$ cat src/rtl/seg7_pkg.sv
// Shared constants for the BCD scan display: slot encoding, glyphs and anode values.
package seg7_pkg;

    // Scan slot index; the encoding 2'd3 is unused and recovers to SlotOnes.
    typedef enum logic [1:0] {
        SlotOnes     = 2'd0,
        SlotTens     = 2'd1,
        SlotHundreds = 2'd2
    } slot_e;

    // Active-low gfedcba glyphs (bit 0 = segment a).
    localparam logic [6:0] Glyph0     = 7'h40;
    localparam logic [6:0] Glyph1     = 7'h79;
    localparam logic [6:0] Glyph2     = 7'h24;
    localparam logic [6:0] Glyph3     = 7'h30;
    localparam logic [6:0] Glyph4     = 7'h19;
    localparam logic [6:0] Glyph5     = 7'h12;
    localparam logic [6:0] Glyph6     = 7'h02;
    localparam logic [6:0] Glyph7     = 7'h78;
    localparam logic [6:0] Glyph8     = 7'h00;
    localparam logic [6:0] Glyph9     = 7'h10;
    localparam logic [6:0] GlyphDash  = 7'h3F;
    localparam logic [6:0] GlyphBlank = 7'h7F;

    localparam logic [2:0] AnOff = 3'b111;

    // Anode pattern that lights only the digit for the given slot.
    function automatic logic [2:0] an_select(input slot_e slot);
        logic [2:0] an;
        case (slot)
            SlotOnes:     an = 3'b110;
            SlotTens:     an = 3'b101;
            SlotHundreds: an = 3'b011;
            default:      an = AnOff;
        endcase
        return an;
    endfunction

endpackage

$ cat src/rtl/bcd_scan_display_if.sv
// Digit inputs and multiplexed display outputs of the BCD scan display.
interface bcd_scan_display_if;

    logic       load;
    logic [3:0] hundreds;
    logic [3:0] tens;
    logic [3:0] ones;
    logic       blank_lz;
    logic [2:0] an_n;
    logic [6:0] seg_n;

    // Upstream converter / stimulus side.
    modport master (
        output load, hundreds, tens, ones, blank_lz,
        input  an_n, seg_n
    );

    // Display stage side.
    modport slave (
        input  load, hundreds, tens, ones, blank_lz,
        output an_n, seg_n
    );

endinterface

$ cat src/rtl/seg7_decode.sv
// Combinational BCD to active-low seven-segment decoder; codes 10-15 show a dash.
module seg7_decode
    import seg7_pkg::*;
(
    input  logic [3:0] code_i,
    output logic [6:0] glyph_o
);

    // Map each BCD code to its glyph, invalid codes to the dash.
    always_comb begin
        glyph_o = GlyphDash;
        case (code_i)
            4'd0:    glyph_o = Glyph0;
            4'd1:    glyph_o = Glyph1;
            4'd2:    glyph_o = Glyph2;
            4'd3:    glyph_o = Glyph3;
            4'd4:    glyph_o = Glyph4;
            4'd5:    glyph_o = Glyph5;
            4'd6:    glyph_o = Glyph6;
            4'd7:    glyph_o = Glyph7;
            4'd8:    glyph_o = Glyph8;
            4'd9:    glyph_o = Glyph9;
            default: glyph_o = GlyphDash;
        endcase
    end

endmodule

$ cat src/rtl/bcd_scan_display.sv
// Three-digit time-multiplexed seven-segment driver with guard blanking and
// optional leading-zero suppression. All outputs come straight from flops.
module bcd_scan_display
    import seg7_pkg::*;
#(
    parameter int unsigned REFRESH_DIV = 100000,
    parameter int unsigned GUARD       = 16
) (
    input  logic               clk,
    input  logic               rst_n,
    bcd_scan_display_if.slave  bus
);

    localparam int unsigned    CntW     = $clog2(REFRESH_DIV);
    localparam logic [CntW-1:0] CntMax   = CntW'(REFRESH_DIV - 1);
    localparam logic [CntW-1:0] GuardCnt = CntW'(GUARD);

    logic [CntW-1:0] cnt_q, cnt_d;
    logic            wrap;
    slot_e           slot_q, slot_d;
    logic [11:0]     disp_q, disp_d;
    logic [3:0]      digit;
    logic [6:0]      glyph;
    logic            h_zero, t_zero;
    logic            blank_slot, in_guard, slot_valid;
    logic [2:0]      an_d, an_q;
    logic [6:0]      seg_d, seg_q;

    // Slot divider: free-running modulo REFRESH_DIV counter.
    always_comb begin
        wrap  = (cnt_q == CntMax);
        cnt_d = wrap ? '0 : cnt_q + 1'b1;
    end

    // Slot index FSM: ones -> tens -> hundreds -> ones on each divider wrap.
    always_comb begin
        slot_d = slot_q;
        case (slot_q)
            SlotOnes:     if (wrap) slot_d = SlotTens;
            SlotTens:     if (wrap) slot_d = SlotHundreds;
            SlotHundreds: if (wrap) slot_d = SlotOnes;
            default:      slot_d = SlotOnes;
        endcase
    end

    // Display register captures all three digits on load only.
    always_comb begin
        disp_d = disp_q;
        if (bus.load) begin
            disp_d = {bus.hundreds, bus.tens, bus.ones};
        end
    end

    // Select the digit for the current slot; one shared decoder follows.
    always_comb begin
        digit = disp_q[3:0];
        case (slot_q)
            SlotTens:     digit = disp_q[7:4];
            SlotHundreds: digit = disp_q[11:8];
            default:      digit = disp_q[3:0];
        endcase
    end

    seg7_decode u_decode (
        .code_i  (digit),
        .glyph_o (glyph)
    );

    // Blanking: guard window, suppressed leading zeros, and the unused slot code.
    // Only a literal zero counts; invalid codes are shown as a dash.
    always_comb begin
        h_zero     = (disp_q[11:8] == 4'd0);
        t_zero     = (disp_q[7:4] == 4'd0);
        in_guard   = (cnt_q < GuardCnt);
        slot_valid = (an_select(slot_q) != AnOff);
        blank_slot = bus.blank_lz &&
                     (((slot_q == SlotHundreds) && h_zero) ||
                      ((slot_q == SlotTens) && h_zero && t_zero));
        an_d  = AnOff;
        seg_d = GlyphBlank;
        if (!in_guard && !blank_slot && slot_valid) begin
            an_d  = an_select(slot_q);
            seg_d = glyph;
        end
    end

    // State and output registers; reset blanks the display at once.
    always_ff @(posedge clk or negedge rst_n) begin
        if (!rst_n) begin
            cnt_q  <= '0;
            slot_q <= SlotOnes;
            disp_q <= '0;
            an_q   <= AnOff;
            seg_q  <= GlyphBlank;
        end else begin
            cnt_q  <= cnt_d;
            slot_q <= slot_d;
            disp_q <= disp_d;
            an_q   <= an_d;
            seg_q  <= seg_d;
        end
    end

    assign bus.an_n  = an_q;
    assign bus.seg_n = seg_q;

endmodule

$ cat src/flat_wrapper.sv
// flat-port wrapper written by rule: the top's interface ports become plain ports
module bcd_scan_display_flat import seg7_pkg::*;
#(
    parameter int unsigned REFRESH_DIV = 100000,
    parameter int unsigned GUARD       = 16
)
  (clk, rst_n, bus_load, bus_hundreds, bus_tens, bus_ones, bus_blank_lz, bus_an_n, bus_seg_n);
  bcd_scan_display_if bus_i ();
  input  logic clk;
  input  logic rst_n;
  input wire logic [$bits(bus_i.load)-1:0] bus_load;
  input wire logic [$bits(bus_i.hundreds)-1:0] bus_hundreds;
  input wire logic [$bits(bus_i.tens)-1:0] bus_tens;
  input wire logic [$bits(bus_i.ones)-1:0] bus_ones;
  input wire logic [$bits(bus_i.blank_lz)-1:0] bus_blank_lz;
  output wire logic [$bits(bus_i.an_n)-1:0] bus_an_n;
  output wire logic [$bits(bus_i.seg_n)-1:0] bus_seg_n;
  assign bus_i.load = bus_load;
  assign bus_i.hundreds = bus_hundreds;
  assign bus_i.tens = bus_tens;
  assign bus_i.ones = bus_ones;
  assign bus_i.blank_lz = bus_blank_lz;
  assign bus_an_n = bus_i.an_n;
  assign bus_seg_n = bus_i.seg_n;
  bcd_scan_display #(.REFRESH_DIV(REFRESH_DIV), .GUARD(GUARD)) u_core (.clk(clk), .rst_n(rst_n), .bus(bus_i));
endmodule
$ cat config.mk
export PLATFORM = sky130hd
export DESIGN_NAME = bcd_scan_display_flat
export DESIGN_NICKNAME = d
export VERILOG_FILES = /design/src/rtl/seg7_pkg.sv /design/src/rtl/bcd_scan_display_if.sv /design/src/rtl/seg7_decode.sv /design/src/rtl/bcd_scan_display.sv /design/src/flat_wrapper.sv
export SDC_FILE = /design/constraint.sdc
export NUM_CORES = 1
export LEC_CHECK = 0
export BUFFER_PORTS_ARGS = -buffer_cell sky130_fd_sc_hd__buf_2
export CAP_MARGIN = 20
export CORE_UTILIZATION = 25
export CTS_BUF_LIST = sky130_fd_sc_hd__clkbuf_4 sky130_fd_sc_hd__clkbuf_8 sky130_fd_sc_hd__clkbuf_16
export DETAILED_ROUTE_END_ITERATION = 10
export GPL_TIMING_DRIVEN = 0
export SLEW_MARGIN = 20
export SYNTH_ARGS = -nofsm -noshare
export SYNTH_HDL_FRONTEND = slang
export SYNTH_HIERARCHICAL = 1
export SYNTH_SLANG_ARGS = --single-unit
export TNS_END_PERCENT = 20
$ cat constraint.sdc
create_clock -name clk -period 2.25 [get_ports clk]
set_input_delay 0.1125 -clock clk [delete_from_list [all_inputs] [get_ports clk]]
set_output_delay 0.1125 -clock clk [all_outputs]
set_load 0.01 [all_outputs]
==> impl_metrics.ini <==
[run_status]
status = finished, final reports clean

[sta]
finalClockSkew_ns = 0.005197
final_max_slew_viol_count = 0
finalSetupTns_ns = 0
setup_viol = 0
final-hold-violation-count = 0
relSlewSlack_pct = 41.07
timing.hold.ws_ns = 0.06257
layout_setup_ws_ns = 0.08089
tightest_slew_ns = 0.8839
finalCriticalPeriod_ns = 2.169
fin_crit_sh_pct = 96.40
max_freq_mhz = 461.0
rsz0062_at_grt = no

[logic_synthesis]
netlist_area_um2 = 2063
syn-num-nets = 220
synth_edf_count = 0
synth_xor_xnor_area_share_pct = 5.518
synth_top_family_by_area = simple AND/OR/NAND/NOR gates
syn_area_per_cell_um2 = 10.75
ys_ff_latch = 41
yosys_warnings = 6
yosysSeqAreaShare_pct = 50.33
synthesis.instances = 192
synthArstFlopShare_pct = 100.0
synth-compound-area-share_pct = 6.307
ys.flop_type = dfrtp_1
synth-simple-area-share_pct = 20.74
muxShareOfSynthArea_pct = 7.035
synthAdderAreaFrac_pct = 7.277
synth_cell_type_count = 35

[critical_path]
crit_fanout = 10
reg2regPathDepth = 4
worstPathRequired_ns = 2.46
start_kind = flip-flop
worst_r2r_startpoint = u_core/cnt_q[8]
reg2reg_setup_slack_ns = 0.08
cp.arrival_ns = 2.38
r2r-end = u_core/bus.seg_n[3]
critical_path_class = flip-flop to flip-flop
endpoint_kind = flip-flop

[cells_and_area]
nets = 253
mostFrequentLayoutCells = dfrtp_1 (28), buf_2 (26), nor2_1 (22)
final_layout_size_suffix_gt1_share_pct = 34.51
final_common_cell = dfrtp_1
finalCoreUtilization_pct = 31.89
area_growth_pct = 21.29
antenna_cells = 0

[clocking]
cts_buffers = 5
root_buffer = clkbuf_8
cts_max_level = 2
cts.sinks = 41
path_clk_slew_ns = 0.08
insertion_delay_ns = 0.28
ctsLongestPathBuffers = 2
cts_tree = built

[global_routing]
grt_pass1_vias = 1345
grt_util_all_layers_pct = 9.574
use_met2_pct = 13.91
grt_start_max_net_pins = 42
top_usage_layer = met2
grt_pass1_wl_mm = 6.354
antenna_found_initial = 0
grt-ovfl-total = 0
grt_util_met3_pct = 2.874
use_met1_pct = 13.17

[placement]
pre_cts_slack_ns = -0.2567
port_buffers = 25
gp_congestion = 0.7779
hpwl_mm = 2.844

[worst_hold_path]
hp-start = bus_tens[3]
holdPathStages = 2
hold-path-endpoint = u_core/disp_q[7]
hp-class = input port to flip-flop

[detailed_routing]
ant_nets = 0
drcViolationCount = 0
drt-total-wl_mm = 3.883
dr.pass1.iters = 4
drt_iter0_drc = 54
wl_per_cell_um = 11.84
num_vias = 1458
viasPerCell = 4.445

[die]
floorplan.initialDensity_pct = 26.29
die_h_um = 92.85
dieArea_um2 = 8620
die_w_um = 92.85
pin_count = 26
rows = 32
core_region_area_um2 = 7848

[pwr]
peakVddDrop_v = 0.0002219
p_leak_uw = 0.001073
power.density_nw_per_um2 = 603.6

[run]
max_cap_violations = 0
[per-layer routing]
layer	up-vias	wire length [um]
met4	0	56
met5	-	0
met3	4	209
met1	679	1937
li1	735	-
met2	40	1679
[critical path: stages, from the launching register on]
cell and delay [ns]:
dfrtp_1 0.42, or4_4 0.55, or4_4 0.44, or4_4 0.56, nand3b_1 0.12
[where the power goes]
group	internal (uW)	leakage, uW	total (uW)	switching [uW]
Clock	277	0.0000542	519	242
Combinational	87.3	0.000526	178	91.1
Sequential	793	0.000493	813	20.3
[kinds of logic after synthesis]
kind of cell | count (synthesis)
compound gates | 21
mux | 13
flops | 41
fa+ha+maj | 12
xor+xnor | 13
buf+inv | 11
simple gates | 81
[area by class of cell]
type	instances	area, um^2
plain buffers	3	20.02
fillers	844	5345
well taps	102	127.6
inverters	5	18.77
clock buffers	7	96.34
repair buffers	29	157.7
clock inverters	1	5.005
multi-input cells	140	1035
flip-flops and latches	41	1042
[cell usage after synthesis, drive strengths merged (3+ instances only)]
master	n	area [um^2]
nand2b	3	18.77
a21oi	9	48.80
nand3	8	40.04
xnor2	6	52.55
a22oi	4	30.03
nor2	22	82.58
o21ai	4	20.02
nand2	14	52.55
nor4	5	31.28
ha	12	150.1
dfstp	10	262.8
nand4	5	31.28
buf	4	31.27
nor3	4	20.02
inv	5	18.77
or4	4	30.03
dfrtp	31	775.7
mux2	12	135.1
nand3b	7	52.55
xor2	7	61.31
[sequential cells by signal, indices dropped and copies added, names as in the netlist]
signal / count
u_core/disp_q: 12
u_core/cnt_q: 17
u_core/slot_q: 2
u_core/bus.seg_n: 7
u_core/bus.an_n: 3
[worst max-delay path by stage]
stage                startpoint             endpoint  slack [ns]
6_report        u_core/cnt_q[8]  u_core/bus.seg_n[3]        0.08
5_1_grt        u_core/slot_q[0]  u_core/bus.seg_n[3]        0.03
4_1_cts        u_core/cnt_q[11]  u_core/bus.seg_n[3]       0.002
3_5_place_dp   u_core/slot_q[0]  u_core/bus.seg_n[3]       -0.26
3_3_place_gp   u_core/slot_q[0]  u_core/bus.seg_n[0]       -0.21
2_1_floorplan  u_core/slot_q[0]  u_core/bus.seg_n[3]        0.05
[metrics by stage]
stage                     cell area, um^2  total power [uW]  std cells
after floorplan                      2063             934.0        192
after global placement               2316             998.9        319
after detailed placement             2322              1005        319
after CTS                            2454              1528        326
after global routing                 2502              1597        328
final                                2502              1511        328
[what timing repair did]
item / CTS / global route
setup buffers: 0 / 3
resized for setup: 8 / 9
setup endpoints to repair: 14 / 10
hold buffers: 1 / 0
pin swaps: 0 / 1
hold endpoints to repair: 31 / 0
No activity file was read; power rests on OpenSTA's default activity.
